$ cat src/rtl/store_narrow_rmw_if.sv
// Word-memory bus between the store narrowing unit and the data memory.
// The master side issues read/write requests; the slave side is the memory.
interface store_narrow_rmw_if;
  logic [31:0] mem_addr;
  logic        mem_re;
  logic [31:0] mem_rdata;
  logic        mem_rvalid;
  logic        mem_we;
  logic [31:0] mem_wdata;
  logic        mem_wready;

  modport master (
    output mem_addr,
    output mem_re,
    output mem_we,
    output mem_wdata,
    input  mem_rdata,
    input  mem_rvalid,
    input  mem_wready
  );

  modport slave (
    input  mem_addr,
    input  mem_re,
    input  mem_we,
    input  mem_wdata,
    output mem_rdata,
    output mem_rvalid,
    output mem_wready
  );
endinterface

$ cat src/rtl/store_narrow_rmw.sv
// Store narrowing unit: takes a sb/sh/sw request from the store stage and
// turns it into word-memory traffic. Word stores write straight through;
// byte and halfword stores read the containing word, merge the new lane in
// and write the whole word back. The CPU is held off with busy until the
// done pulse; misaligned or illegal requests and memory timeouts end with
// err alongside done.
module store_narrow_rmw #(
  parameter int TIMEOUT = 16
) (
  input  logic                clk,
  input  logic                reset,
  input  logic                start,
  input  logic [1:0]          op,
  input  logic [31:0]         addr,
  input  logic [31:0]         wdata,
  output logic                busy,
  output logic                done,
  output logic                err,
  store_narrow_rmw_if.master  bus
);

  localparam logic [1:0] OP_WORD = 2'b00;
  localparam logic [1:0] OP_HALF = 2'b01;
  localparam logic [1:0] OP_BYTE = 2'b10;

  localparam logic [2:0] S_IDLE  = 3'd0;
  localparam logic [2:0] S_READ  = 3'd1;
  localparam logic [2:0] S_WRITE = 3'd2;
  localparam logic [2:0] S_DONE  = 3'd3;
  localparam logic [2:0] S_ERR   = 3'd4;

  // The counter only has to reach TIMEOUT-1, so log2(TIMEOUT) bits suffice.
  localparam int CW = (TIMEOUT > 1) ? $clog2(TIMEOUT) : 1;
  localparam logic [CW-1:0] TMO_LAST = CW'(TIMEOUT - 1);

  logic [2:0]    state;
  logic [1:0]    op_q;
  logic [31:0]   addr_q;
  logic [31:0]   wdata_q;
  logic [31:0]   merged_q;
  logic [CW-1:0] tmo_cnt;

  logic          req_illegal;
  logic          tmo_last;
  logic [31:0]   merged;

  // Alignment and opcode legality are judged on the live request so that a
  // bad store goes to ERR without ever touching memory.
  assign req_illegal = (op == 2'b11) ||
                       ((op == OP_HALF) && addr[0]) ||
                       ((op == OP_WORD) && (addr[1:0] != 2'b00));

  assign tmo_last = (tmo_cnt == TMO_LAST);

  // Replace the addressed little-endian lane of the fetched word with the
  // narrowed store operand; every other bit keeps the memory contents.
  always_comb begin
    merged = bus.mem_rdata;
    if (op_q == OP_BYTE) begin
      case (addr_q[1:0])
        2'd0:    merged[7:0]   = wdata_q[7:0];
        2'd1:    merged[15:8]  = wdata_q[7:0];
        2'd2:    merged[23:16] = wdata_q[7:0];
        default: merged[31:24] = wdata_q[7:0];
      endcase
    end else if (op_q == OP_HALF) begin
      if (addr_q[1]) merged[31:16] = wdata_q[15:0];
      else           merged[15:0]  = wdata_q[15:0];
    end
  end

  // Main control FSM with request latching, merge capture and timeout count.
  always_ff @(posedge clk) begin
    if (reset) begin
      state    <= S_IDLE;
      op_q     <= 2'b00;
      addr_q   <= 32'd0;
      wdata_q  <= 32'd0;
      merged_q <= 32'd0;
      tmo_cnt  <= '0;
    end else begin
      case (state)
        S_IDLE: begin
          if (start) begin
            op_q    <= op;
            addr_q  <= addr;
            wdata_q <= wdata;
            tmo_cnt <= '0;
            if (req_illegal)          state <= S_ERR;
            else if (op == OP_WORD)   state <= S_WRITE;
            else                      state <= S_READ;
          end
        end
        S_READ: begin
          if (bus.mem_rvalid) begin
            merged_q <= merged;
            tmo_cnt  <= '0;
            state    <= S_WRITE;
          end else if (tmo_last) begin
            state <= S_ERR;
          end else begin
            tmo_cnt <= tmo_cnt + 1'b1;
          end
        end
        S_WRITE: begin
          if (bus.mem_wready) begin
            state <= S_DONE;
          end else if (tmo_last) begin
            state <= S_ERR;
          end else begin
            tmo_cnt <= tmo_cnt + 1'b1;
          end
        end
        S_DONE:  state <= S_IDLE;
        S_ERR:   state <= S_IDLE;
        default: state <= S_IDLE;
      endcase
    end
  end

  // Outputs decode directly from the state register, so a reset or timeout
  // drops the requests on the very edge that changes state and re/we can
  // never overlap.
  assign busy  = (state != S_IDLE);
  assign done  = (state == S_DONE) || (state == S_ERR);
  assign err   = (state == S_ERR);

  assign bus.mem_re    = (state == S_READ);
  assign bus.mem_we    = (state == S_WRITE);
  assign bus.mem_addr  = {addr_q[31:2], 2'b00};
  assign bus.mem_wdata = (op_q == OP_WORD) ? wdata_q : merged_q;

endmodule

$ cat src/flat_wrapper.sv
// flat-port wrapper written by rule: the top's interface ports become plain ports
module store_narrow_rmw_flat 
#(
  parameter int TIMEOUT = 16
)
  (clk, reset, start, op, addr, wdata, busy, done, err, bus_mem_addr, bus_mem_re, bus_mem_we, bus_mem_wdata, bus_mem_rdata, bus_mem_rvalid, bus_mem_wready);
  store_narrow_rmw_if bus_i ();
  input  logic clk;
  input  logic reset;
  input  logic start;
  input  logic [1:0] op;
  input  logic [31:0] addr;
  input  logic [31:0] wdata;
  output logic busy;
  output logic done;
  output logic err;
  output wire logic [$bits(bus_i.mem_addr)-1:0] bus_mem_addr;
  output wire logic [$bits(bus_i.mem_re)-1:0] bus_mem_re;
  output wire logic [$bits(bus_i.mem_we)-1:0] bus_mem_we;
  output wire logic [$bits(bus_i.mem_wdata)-1:0] bus_mem_wdata;
  input wire logic [$bits(bus_i.mem_rdata)-1:0] bus_mem_rdata;
  input wire logic [$bits(bus_i.mem_rvalid)-1:0] bus_mem_rvalid;
  input wire logic [$bits(bus_i.mem_wready)-1:0] bus_mem_wready;
  assign bus_mem_addr = bus_i.mem_addr;
  assign bus_mem_re = bus_i.mem_re;
  assign bus_mem_we = bus_i.mem_we;
  assign bus_mem_wdata = bus_i.mem_wdata;
  assign bus_i.mem_rdata = bus_mem_rdata;
  assign bus_i.mem_rvalid = bus_mem_rvalid;
  assign bus_i.mem_wready = bus_mem_wready;
  store_narrow_rmw #(.TIMEOUT(TIMEOUT)) u_core (.clk(clk), .reset(reset), .start(start), .op(op), .addr(addr), .wdata(wdata), .busy(busy), .done(done), .err(err), .bus(bus_i));
endmodule
$ cat config.mk
export PLATFORM = sky130hd
export DESIGN_NAME = store_narrow_rmw_flat
export DESIGN_NICKNAME = d
export VERILOG_FILES = /design/src/rtl/store_narrow_rmw_if.sv /design/src/rtl/store_narrow_rmw.sv /design/src/flat_wrapper.sv
export SDC_FILE = /design/constraint.sdc
export NUM_CORES = 1
export LEC_CHECK = 0
export CAP_MARGIN = 20
export CORE_MARGIN = 4
export CORE_UTILIZATION = 45
export DETAILED_ROUTE_END_ITERATION = 10
export PLACE_DENSITY = 0.78
export SLEW_MARGIN = 20
export SYNTH_ARGS = -nofsm -noshare
export SYNTH_HDL_FRONTEND = slang
export SYNTH_SLANG_ARGS = --single-unit
$ cat constraint.sdc
create_clock -name clk -period 2.5 [get_ports clk]
set_input_delay 0.75 -clock clk [delete_from_list [all_inputs] [get_ports clk]]
set_output_delay 0.75 -clock clk [all_outputs]
set_load 0.02 [all_outputs]
Word level (Yosys, flattened, before mapping). Index checks and enable logic that the tools add are counted. W data, S select, Z words.

Muxes and demuxes: 21. Reductions and logical operators: 16. Magnitude comparators: 0. Bitwise logic cells: 0. Shifts and indexed selects: 0. $add $sub $neg: 1. Equal/unequal tests: 13. Div/mod/pow operators: 0. $mul: 0.

Operators with widths (count): $mux W32 (3); $mux W16 (2); $mux W8 (4); $mux W4 (4); $mux W3 (5); $pmux W4 S3 (1); $pmux W3 S3 (1); $eq A2 B1 Y1 const B (3); $eq A2 B2 Y1 const B (3); $eq A3 B2 Y1 const B (2); $logic_not A2 Y1 (3); $reduce_bool A3 Y1 (2); $add A4 B1 Y4 const B (1); $eq A4 B4 Y1 const B (1); $ne A2 B2 Y1 const B (2); $reduce_and A2 Y1 (2); $eq A3 B1 Y1 const B (1); $eq A3 B3 Y1 const B (1); $logic_not A3 Y1 (1); $logic_or A1 B1 Y1 (3); $reduce_and A3 Y1 (1); $reduce_or A3 Y1 (1); $logic_and A1 B1 Y1 (2); $mux W2 (1); $reduce_bool A2 Y1 (1).

Output and inout port bits: 69. ROM bits: 0. Memories kept: 0. Bits in writable memories: 0. Bits in latches: 0. Logic and storage cells: 57. Input port bits: 103. Flip-flop bits (word level): 105.

Logic depth before layout (Yosys ltp). Gate-level depths: netlist (run 1).

Depth in word-level cells: 7. Mapped depth: 7. Mapped depth without buffers: 5.

Worst setup path before layout (run 1). OpenSTA, ideal clock, no wires.

Kind: reg2out. Start point: register u_core.state[2]. End point: output done. Stages on the path, launching flop included: 4. Slack: 0.349 ns. Path buffers: 1. Required time: 1.750 ns. Data arrival time: 1.401 ns. Cell sequence: dfxtp_1 > buf_2 > nor3b_1 > o21bai_1.

Cells in the longest elaborated chain, start to end: 2. Elaborated cells between the ends (all ways): 3. Classes of those cells: eq/ne (2); reduce/logical (1).

RTL lines: from (decl) (line store_narrow_rmw.sv:36) `logic [2:0] state;`; from (signal assigned) (line store_narrow_rmw.sv:75) `state <= S_IDLE;`; from (signal assigned) (line store_narrow_rmw.sv:89) `if (req_illegal) state <= S_ERR;`; from (signal assigned) (line store_narrow_rmw.sv:90) `else if (op == OP_WORD) state <= S_WRITE;`; $eq A3 B3 Y1; net err (line flat_wrapper.sv:16) `output logic err;`; $logic_or A1 B1 Y1 (line store_narrow_rmw.sv:125) `assign done = (state == S_DONE) || (state == S_ERR);`; to (decl) (line flat_wrapper.sv:15) `output logic done;`.

The timed path passes the listed nets, and every way through them passes these cells.

Worst setup path in the final report (run 1).
Start point: register u_core.op_q[1]. End point: output bus_mem_wdata[30].

Cells in the longest elaborated chain, start to end: 2.

RTL lines: from (decl) (line store_narrow_rmw.sv:37) `logic [1:0] op_q;`; from (signal assigned) (line store_narrow_rmw.sv:85) `op_q <= op;`; $logic_not A2 Y1 (line store_narrow_rmw.sv:131) `assign bus.mem_wdata = (op_q == OP_WORD) ? wdata_q : merged_q;`; $mux W32 (line store_narrow_rmw.sv:131); to (decl) (line flat_wrapper.sv:20) `output wire logic [$bits(bus_i.mem_wdata)-1:0] bus_mem_wdata;`.

Every way passes these cells.

==> results of run 1 <==
[final timing paths]
| kind | to | slack (ns) | cells after the start |
|---|---|---|---|
| setup reg to reg | u_core.merged_q[12] | 0.60 | 5 |
| setup / recovery | bus_mem_wdata[30] | 0.05 | 4 |
| hold reg to reg | u_core.wdata_q[22] | 0.45 | 2 |
| hold / removal | u_core.wdata_q[22] | 0.45 | 2 |
[cell usage in the layout, fill, tap and decap left out, types with 6 or more instances in the layout]
master,synthesis,routed
clkbuf_16,0,9
clkdlybuf4s15_1,0,27
clkdlybuf4s50_1,0,132
nor2_1,37,36
a211oi_1,23,23
a2111oi_2,10,10
buf_4,42,15
o21ai_1,15,15
a21oi_1,74,74
mux2_2,32,32
mux2i_1,17,17
dfxtp_1,105,103
o32a_1,16,16
buf_12,0,6
nand2_1,139,139
and2_1,10,10
and3_1,9,9
a211oi_2,9,9
a2111oi_1,6,6
[what timing repair did]
item                                   CTS  global route
endpoints found under the hold margin    0             0
setup endpoints to repair               35            32
resized for setup                       36            34
pin swaps                                0             0
[registers in the layout, indices dropped and copies added (netlist names)]
signal and cells:
u_core.addr_q 32, u_core.merged_q 32, u_core.wdata_q 32, u_core.state 3, u_core.op_q 2, u_core.tmo_cnt 4
[per-stage QoR]
step / cell area (sq um) / util / total power, W / std cells
final: 7280 / 0.630 / 0.00432 / 898
after global routing: 7280 / 0.630 / 0.00450 / 898
after CTS: 7250 / 0.627 / 0.00434 / 898
after detailed placement: 6990 / 0.604 / 0.00295 / 882
after global placement: 6990 / 0.604 / 0.00292 / 882
after floorplan: 5380 / - / 0.00250 / 631
[metal layers]
metal,GRT usage,up-vias,wire [um]
met5,0,-,0
met2,0.364,171,7520
met3,0.0329,29,841
met4,0.0956,0,391
met1,0.284,2262,6480
li1,-,2420,-
[kinds of logic (layout without fill, tap and decap cells)]
| logic type | after synthesis | in the layout | synth area share |
|---|---|---|---|
| AOI/OAI and AO/OA | 169 | 169 | 0.228 |
| xor gates and xnor gates | 1 | 1 | 0.00163 |
| adders and majority gates | 1 | 1 | 0.00233 |
| buffers and inverters | 84 | 208 | 0.0943 |
| DFF | 105 | 105 | 0.391 |
| muxes | 49 | 49 | 0.0987 |
| other | 1 | 2 | 0.000698 |
| and+or+nand+nor | 220 | 220 | 0.183 |
[worst max-delay path: stages, from the launching register on]
cell and delay [ns]:
dfxtp_1 0.33, nor2_4 0.18, buf_12 0.18, mux2_2 0.35, clkdlybuf4s15_1 0.31
[cell type report]
| cell class | instances | area, sq um | area share |
|---|---|---|---|
| repair buffers | 189 | 1900 | 0.261 |
| inverters | 3 | 11.3 | 0.00155 |
| flip-flops and latches | 105 | 2100 | 0.289 |
| clock buffers | 11 | 233 | 0.0320 |
| clock inverters | 5 | 62.6 | 0.00859 |
| multi-input cells | 442 | 2790 | 0.383 |
| well taps | 143 | 179 | 0.0246 |
[power breakdown]
| group | internal [W] | switching [W] | total [W] |
|---|---|---|---|
| combinational | 0.000499 | 0.000532 | 0.00103 |
| sequential | 0.00178 | 0.0000768 | 0.00185 |
| clock | 0.000786 | 0.000652 | 0.00144 |
==> run_results.csv, run 1 <==
group,metric,value,unit
placement,place_congestion,0.853,
grt,grt_start_max_net_pins,63,
die,io_pins,172,
cts,clk_pin_slew,0.07,ns
finish,nets,854,
timing,fin_ws,0.0495,ns
yosys,synth_top_area_cell,"dfxtp_1",
timing,tightest_slew,0.702,ns
finish,insertedDiodeCount,0,
min_path,hold_path_class,"reg2reg",
cts,clk_latency,0.35,ns
cts,cts_root_buffer,"clkbuf_16",
cts,cts.path.max_buffers,2,
detailed_routing,vias,4882,
yosys,yosysWarnings,0,
timing,fin_skew,0.00968,ns
worst_setup_path,rr_startpoint,"u_core.op_q[1]",
grt,gr-total-overflow,0,
die,dieArea,13800,sq um
worst_setup_path,cp_data_required_time,1.75,ns
detailed_routing,ant_nets,0,
die,die_w,117,um
job,drv_cap,0,
cts,cts.sinks,105,
yosys,syn_inst,630,
yosys,async_flop_share,0,
yosys,synth_top_area_share,0.391,
cts,cts_tree,"built",
yosys,ys_types,47,
cts,postCtsSetupBuffers,0,
timing,slew_viol_final,0,
yosys,ys_top_cells_by_area,"dfxtp_1, nand2_1, a21oi_1",
yosys,synth_edf_count,0,
timing,finalSetupTns,0,ns
grt,grt_usage,0.220,
timing,finalHoldViolCount,0,
run_status,status,"complete, no violations",
power,powerDensity,594,nW/um^2
detailed_routing,vias_per_cell,5.44,
timing,fmaxAchievable,408,MHz
timing,finalSetupViolCount,0,
timing,period_share,0.980,
worst_setup_path,cp_max_fo,16,
grt,grt_pass1_wl,24000,um
timing,maxSlewHeadroom,0.532,
yosys,syn_area,5380,sq um
die,fp.coreArea,11600,sq um
placement,place_ws,-0.0210,ns
cts,cts_buffers,9,
timing,rsz0062_at_grt,"true",
worst_setup_path,critPathKind,"reg2out",
grt,antenna_found_initial,0,
power,peakVddDrop,318,uV
grt,grt_pass1_vias,4843,
yosys,ys_seq_area_frac,0.391,
cts,cts.htree.levels,3,
yosys,synth_top_cells_by_count,"nand2_1, dfxtp_1, a21oi_1",
worst_setup_path,cp-startpoint,"u_core.op_q[1]",
min_path,min-delay-start,"u_core.wdata_q[22]",
finish,area_growth,35.5,%
worst_setup_path,setup.worst_path.end_class,"output port",
finish,drive_gt1_frac,0.142,
detailed_routing,wirelength,15200,um
detailed_routing,dr.pass1.iters,4,
detailed_routing,wl_per_cell,17.0,um
placement,io_buffers,169,
timing,hold_ws,0.454,ns
yosys,ys_ff_latch,105,
yosys,postSynthAreaPerCell,8.53,sq um
yosys,synth_flop_cell,"dfxtp_1",
placement,dp_hpwl,11000,um
die,die_h,117,um
timing,fin_crit,2.45,ns
die,rows,39,
worst_setup_path,worstPathArrival,1.70,ns
worst_setup_path,critPathLaunchType,"register",
detailed_routing,drc,0,
yosys,yosysMostFrequentCell,"nand2_1",
finish,num-fill-cells,1000,
cts,postCtsHoldBufs,0,
detailed_routing,drtIter0Drc,376,
die,initial_core_util,0.465,
power,power_leakage,2.78,nW
Note: power is estimated with default switching activity, not from simulation.
==> inputs of run 2 (changes only) <==
SLEW_MARGIN = 40   (was 20)
==> results of run 2 <==
The final DEF is identical to that of run 1; final timing and power are the same.
